==> config.mk <==
export PLATFORM = sky130hd
export DESIGN_NAME = yuv422_word_packer
export DESIGN_NICKNAME = d
export VERILOG_FILES = /design/src/rtl/yuv422_word_packer.sv
export SDC_FILE = /design/constraint.sdc
export NUM_CORES = 1
export LEC_CHECK = 0
export BUFFER_PORTS_ARGS = -buffer_cell sky130_fd_sc_hd__buf_4
export CORE_ASPECT_RATIO = 1.2
export CORE_MARGIN = 2
export CORE_UTILIZATION = 55
export DETAILED_ROUTE_END_ITERATION = 7
export PLACE_DENSITY = 0.73
export SLEW_MARGIN = 20
export SYNTH_ARGS = -nofsm -noshare
export SYNTH_HDL_FRONTEND = slang
export SYNTH_SLANG_ARGS = --single-unit
==> constraint.sdc <==
create_clock -name clk -period 2.1 [get_ports clk]
set_input_delay 0.42 -clock clk [delete_from_list [all_inputs] [get_ports clk]]
set_output_delay 0.42 -clock clk [all_outputs]
set_load 0.02 [all_outputs]
==> src/rtl/yuv422_word_packer.sv <==
// yuv422_word_packer
//   Packs the serial 4:2:2 byte stream (U, Y0, V, Y1 repeating) into 32-bit
//   UYVY words {U,Y0,V,Y1} and buffers them in a DEPTH-word FIFO that drains
//   over a valid/ready interface. The upstream source cannot stall. When the
//   FIFO has no room, a completed word is dropped and the sticky overflow flag
//   is set.
//   Optional build macro YUV_PACK_STATS_EN adds two ports:
//     pair_cnt (accepted words, wraps)
//     drop_cnt (dropped words, saturates)
module yuv422_word_packer #(
  parameter int DEPTH = 4,
  parameter int AW    = 2
) (
  input  logic          clk,
  input  logic          reset,
  input  logic          in_valid,
  input  logic [7:0]    in_data,
  input  logic          sync_clr,
  output logic          out_valid,
  output logic [31:0]   out_data,
  input  logic          out_ready,
  output logic          full,
  output logic          overflow,
  output logic [AW:0]   level
`ifdef YUV_PACK_STATS_EN
  ,
  output logic [15:0]   pair_cnt,
  output logic [7:0]    drop_cnt
`endif
);

  localparam logic [AW:0] LVL_MAX = (AW+1)'(DEPTH);

  // Saturating increment for the 8-bit drop counter.
  function automatic logic [7:0] sat_inc8(input logic [7:0] v);
    return (v == 8'hFF) ? v : v + 8'd1;
  endfunction

  // Byte-assembly state. U and V carry signed chroma; they are stored and
  // forwarded bit-exact.
  logic [1:0]         phase_q, phase_d;
  logic signed [7:0]  u_q, u_d;
  logic [7:0]         y0_q, y0_d;
  logic signed [7:0]  v_q, v_d;

  // FIFO state
  logic [31:0]        mem_q [DEPTH];
  logic [AW-1:0]      wr_ptr_q, wr_ptr_d;
  logic [AW-1:0]      rd_ptr_q, rd_ptr_d;
  logic [AW:0]        level_q, level_d;
  logic               overflow_q, overflow_d;

  logic               pop;
  logic               push_req;
  logic               push_ok;
  logic               drop;
  logic [31:0]        word_in;

  // Handshake decode: a sync_clr byte is always treated as U, so a completion
  // can never coincide with a realign.
  always_comb begin
    pop      = (level_q != '0) && out_ready;
    push_req = in_valid && !sync_clr && (phase_q == 2'd3);
    push_ok  = push_req && ((level_q < LVL_MAX) || pop);
    drop     = push_req && !push_ok;
    word_in  = {u_q, y0_q, v_q, in_data};
  end

  // Next-state for phase, byte lanes, pointers, level and the sticky flag.
  always_comb begin
    phase_d    = phase_q;
    u_d        = u_q;
    y0_d       = y0_q;
    v_d        = v_q;
    wr_ptr_d   = wr_ptr_q;
    rd_ptr_d   = rd_ptr_q;
    level_d    = level_q;
    overflow_d = overflow_q | drop;

    if (sync_clr) begin
      // Realign: discard partial bytes; a coincident byte becomes the new U.
      phase_d    = in_valid ? 2'd1 : 2'd0;
      u_d        = in_valid ? in_data : 8'sd0;
      y0_d       = 8'd0;
      v_d        = 8'sd0;
      overflow_d = 1'b0;
    end else if (in_valid) begin
      phase_d = phase_q + 2'd1;
      case (phase_q)
        2'd0:    u_d  = in_data;
        2'd1:    y0_d = in_data;
        2'd2:    v_d  = in_data;
        default: ;
      endcase
    end

    if (push_ok) wr_ptr_d = wr_ptr_q + 1'b1;
    if (pop)     rd_ptr_d = rd_ptr_q + 1'b1;

    case ({push_ok, pop})
      2'b10:   level_d = level_q + 1'b1;
      2'b01:   level_d = level_q - 1'b1;
      default: level_d = level_q;
    endcase
  end

  // Control and byte-lane registers.
  always_ff @(posedge clk or negedge reset) begin
    if (!reset) begin
      phase_q    <= 2'd0;
      u_q        <= 8'sd0;
      y0_q       <= 8'd0;
      v_q        <= 8'sd0;
      wr_ptr_q   <= '0;
      rd_ptr_q   <= '0;
      level_q    <= '0;
      overflow_q <= 1'b0;
    end else begin
      phase_q    <= phase_d;
      u_q        <= u_d;
      y0_q       <= y0_d;
      v_q        <= v_d;
      wr_ptr_q   <= wr_ptr_d;
      rd_ptr_q   <= rd_ptr_d;
      level_q    <= level_d;
      overflow_q <= overflow_d;
    end
  end

  // FIFO storage. It is cleared on reset so out_data is never X.
  always_ff @(posedge clk or negedge reset) begin
    if (!reset) begin
      for (int i = 0; i < DEPTH; i++) mem_q[i] <= 32'd0;
    end else if (push_ok) begin
      mem_q[wr_ptr_q] <= word_in;
    end
  end

`ifdef YUV_PACK_STATS_EN
  logic [15:0] pair_cnt_q;
  logic [7:0]  drop_cnt_q;

  // Word statistics: these survive sync_clr and clear only on reset.
  always_ff @(posedge clk or negedge reset) begin
    if (!reset) begin
      pair_cnt_q <= 16'd0;
      drop_cnt_q <= 8'd0;
    end else begin
      if (push_ok) pair_cnt_q <= pair_cnt_q + 16'd1;
      if (drop)    drop_cnt_q <= sat_inc8(drop_cnt_q);
    end
  end

  assign pair_cnt = pair_cnt_q;
  assign drop_cnt = drop_cnt_q;
`endif

  assign out_valid = (level_q != '0);
  assign out_data  = mem_q[rd_ptr_q];
  assign full      = (level_q == LVL_MAX);
  assign overflow  = overflow_q;
  assign level     = level_q;

endmodule

* Yosys cells after proc, flatten, opt, wreduce, memory -nomap -nowiden
Index checks and enable logic that the tools add are counted.
** Operators by class
- Add/sub/neg operators :: 5
- Equal/unequal tests :: 6
- Reduce and logical (&&, ||, !) cells :: 19
- Bitwise gates (word level) :: 3
- Magnitude comparators :: 4
- Muxes and demuxes :: 21
** Operator list (number)
- bitwise mux 128 bit :: 1
- two-way mux 32 bit :: 3
- two-way mux 8 bit :: 10
- binary-select mux 32 bit (select 2 bit) :: 1
- demux 32 bit (select 2 bit) :: 1
- nonzero test 2 bit :: 5
- adder 2 x 1 -> 2 bit (second input constant) :: 3
- equality test 2 bit (second input constant) :: 3
- >= comparator 3 bit (second input constant) :: 2
- logical AND 1 bit :: 6
- NOT 2 -> 3 bit :: 2
- case mux 3 bit (2 select lines) :: 1
- AND reduction 2 bit :: 3
- equality test 2 x 1 -> 1 bit (second input constant) :: 2
- two-way mux 2 bit :: 2
- adder 3 x 1 -> 3 bit (second input constant) :: 1
- equality test 3 bit (second input constant) :: 1
- less-than comparator 3 x 1 -> 1 bit (second input constant) :: 1
- less-than comparator 3 bit (second input constant) :: 1
- nonzero test 3 bit :: 1
- subtractor 3 x 1 -> 3 bit (second input constant) :: 1
- logical NOT 1 bit :: 2
- logical NOT 2 bit :: 1
- two-way mux 1 bit :: 2
- other kinds (2) :: 2
** Storage, ports and cells
- Word-level logic and storage cells :: 70
- Input port bits :: 13
- Output and inout bits :: 38
- Register bits :: 162

* Depth between registers and ports, before layout
- Word-level depth :: 8
- Depth in mapped cells :: 8
- Depth with buffers taken out :: 8

* Least setup slack after synthesis
OpenSTA, ideal clock, no wires.
- Kind :: register to register
- Start :: register level_q[2], in the netlist level[2]
- End :: register level_q[2], in the netlist level[2]
- Buffers on the path :: 0
- Stages on the path, launching flop included :: 9
- Arrival :: 1.904 ns
- Clock period less this slack :: 1.984 ns
- Path slack :: 0.116 ns
- Data required time :: 2.020 ns
- Setup time :: 0.080 ns
- Path through :: dfrtp_1 nand2b_2 nand3_1 ha_1 inv_1 fa_1 xor2_1 nor2_1 xor2_1
** Between the ends
- Cells in the longest elaborated chain, start to end :: 6
- Elaborated cells on any way between the ends :: 11
- Classes of those cells :: 2 x add/sub; 1 x order compare; 2 x eq/ne; 1 x mux; 5 x reduce/logical
** RTL lines
- start: declaration :: line 50 : logic [AW:0] level_q, level_d;
- start signal: assignment :: line 125 : level_q <= level_d;
- branches (longest 6 deep; another with less-than comparator 3 bit)
Parallel ways; which one is timed is not known.
A chain may end at the register's enable or synchronous reset.

* Final worst setup path
- Start :: register rd_ptr_q[0]
- End :: output out_data[3]
** Between the ends
- Cells in the longest elaborated chain, start to end :: 4
** RTL lines
- start: declaration :: line 49 : logic [AW-1:0] rd_ptr_q, rd_ptr_d;
- start signal: assignment :: line 124 : rd_ptr_q <= rd_ptr_d;
- NOT 2 -> 3 bit (not written as such) :: line 159 : assign out_data = mem_q[rd_ptr_q];
- binary-select mux 32 bit (select 2 bit) :: line 159
- two-way mux 32 bit (not written as such) (2 in series) :: line 159
- end: declaration :: line 20 : output logic [31:0] out_data,
Every way passes these cells. The select of a mux whose other input is x is not followed.

==> flow_summary.toml <==
[outcome]
status = "finished with violations"
violations = "negative setup slack"

[timing]
max_freq_mhz = 447
max_slew_margin_pct = 68.2
setup_ws_ns = -0.135
finalSetupTns_ns = -2.97
finClkSkew_ns = 0.00669
finalCriticalPeriod_ns = 2.23
rsz0062_at_grt = "true"
worstMarginPinSlew_ns = 0.477
hold_viol_final = 0
post-route-period-util_pct = 106
slew_viol_final = 0
setup_viol = 32

[route]
wl_per_cell_um = 21.7
drc_errors = 0
drt_first_pass_iters = 4
drt_wl_total_um = 15200
vias_per_cell = 5.80
num_vias = 4067
drtIter0Drc = 209
ant_nets = 0

[critical_path]
rr_startpoint = "phase_q[0]"
worstSetupStartpoint = "rd_ptr_q[0]"
rr_endpoint = "level[2]"
r2r_cells = 8
cpLargestDelayFamily = "multiplexers"
crit_chain = "buf_12 > mux4_2 > buf_6"
crit_path_max_incr_delay_ns = 0.56
crit_arrival_ns = 1.81
cp-end-kind = "primary output"
critical_path_required_ns = 1.68
crit_buf_inv = 2
slowest_stage = "mux4_2"
critPathKind = "reg2out"
r2r_slack_ns = 0.18
start_kind = "flop"
path_max_fanout = 11

[global_routing]
grt-ovfl-total = 0
grt_pass1_wl_um = 25200
grt_pass1_vias = 4437
antenna_found_initial = 0
grt_max_degree = 53
track_usage_pct = 22.4

[logic_synthesis]
synth_nets = 476
synth_edf_count = 0
synth_top_area_cell = "dfrtp_1"
synth_top_area_share_pct = 54.2
netlist_area_sq_um = 7470
ys.warnings.count = 0
synth_area_per_cell_sq_um = 16.5
synth.area.top_cells = "dfrtp_1 54%, mux2_4 18%, mux4_2 9.6%"
netlist_top_cells_count = "162 x dfrtp_1, 90 x mux2_4, 32 x mux4_2"
async_reset_ff_share_pct = 100
yosysUniqueCellTypes = 30
synthCells = 453
ys_seq_area_share_pct = 54.2
yosysMostFrequentCell = "dfrtp_1"
synthFlopType = "dfrtp_1"
ys_ff_latch = 162

[pwr]
power.leakage_nw = 4.59
ir_drop_mv = 1.16
power_density_nw_per_um2 = 1050
finalPower_mw = 9.41

[floorplan]
die_x_um = 110
rows = 46
die-area_sq_um = 14500
num_io_pins = 51
die_h_um = 132
start_util_pct = 56.5
core_area_sq_um = 13200

[final_layout]
final_cell_count_no_fill = 701
nNetsFinal = 544
finish.instance_area_sq_um = 8970
multiInputGateArea_sq_um = 3200
n_antenna_cell = 0
syn_to_final_growth_pct = 20.0
drive_gt1_share_pct = 45.0
fillCellCount = 884
seqCellArea_sq_um = 4060

[place]
dp.cells = 666
place_ws_ns = 0.0763
dpl-instance-area_sq_um = 8190
io_buffer_count = 50
place_congestion = 0.716
dp_hpwl_um = 9490

[worst_hold_path]
hp-start = "in_data[5]"
worstHoldPathType = "in2reg"
worstHoldPathCells = 2
hold_path_end = "u_q[5]"

[clock_tree]
cts-root-buf = "clkbuf_16"
cts_buffers = 17
clk-insertion-delay-late_ns = 0.42
cts_tree = "done"
cts_max_path_buffers = 2
clk_pin_slew_ns = 0.06
htree_levels = 4
cts.sinks = 162

[flow_run]
cap_violations = 0
-- cell usage in the layout, fill, tap and decap left out, drive strengths merged, types with 2 or more instances in the layout --
cell type / n
a22o: 8
nand2: 20
mux4: 32
dfrtp: 162
xor2: 3
inv: 8
nand3: 17
xnor2: 4
ha: 9
buf: 74
bufinv: 3
clkbuf: 28
nor2: 3
mux2: 129
nand2b: 2
a21oi: 17
nand4: 4
-- worst max-delay path by stage --
stage / depth (start not counted) / slack (ns) / end
after floorplan: 8 / 0.12 / level[2]
after global placement: 9 / 0.12 / level[2]
after detailed placement: 9 / 0.08 / level[2]
after CTS: 4 / -0.18 / out_data[27]
after global routing: 3 / -0.18 / out_data[3]
final: 3 / -0.13 / out_data[3]
-- flip-flops by register name (all words and copies together), names as in the netlist --
signal,cells
mem_q,128
overflow,1
y0_q,8
u_q,8
phase_q,2
v_q,8
wr_ptr_q,2
rd_ptr_q,2
level,3
-- layout make-up --
cell class / count / area share [%]
Timing Repair Buffer: 75 / 9.42
Tap cell: 168 / 2.34
Clock inverter: 3 / 1.00
Sequential cell: 162 / 45.2
Inverter: 8 / 0.335
Clock buffer: 28 / 5.99
Multi-Input combinational cell: 257 / 35.7
-- report_power, final --
group | switching (mW) | leakage [nW] | total [mW] | internal [mW]
Clock | 1.17 | 0.307 | 3.26 | 2.09
Combinational | 1.11 | 2.06 | 2.34 | 1.23
Sequential | 0.314 | 2.22 | 3.81 | 3.49
-- per-layer routing --
metal  routed length (um)  GRT usage, %  vias up
met5                    0             0        -
met3                  464          5.07       22
met2                 7580          35.9       80
met1                 6920          30.7     2174
li1                     -             -     1791
met4                  253          7.64        0
-- logic make-up (layout without fill, tap and decap cells) --
| group | after synthesis | after routing | synth area share, % |
|---|---|---|---|
| mux | 162 | 162 | 33.7 |
| buf+inv | 34 | 114 | 3.01 |
| xor+xnor | 7 | 7 | 0.820 |
| fa+ha+maj | 10 | 10 | 1.77 |
| flops | 162 | 162 | 54.2 |
| simple gates | 49 | 49 | 3.93 |
| compound gates | 29 | 29 | 2.48 |
-- metrics by stage --
step	hold slack, ns	utilization [%]
6_report	0.287	67.7
5_1_grt	0.276	67.7
4_1_cts	0.272	67.9
3_5_place_dp	0.385	61.9
3_3_place_gp	0.384	61.9
2_1_floorplan	0.124	-
-- what timing repair did --
action	4_1_cts	5_1_grt
buffers inserted	3	0
hold buffers	1	0
gates cloned	2	0
setup endpoints to repair	32	33
hold endpoints to repair	45	0
resized for setup	24	9
No activity file was read; power rests on OpenSTA's default activity.
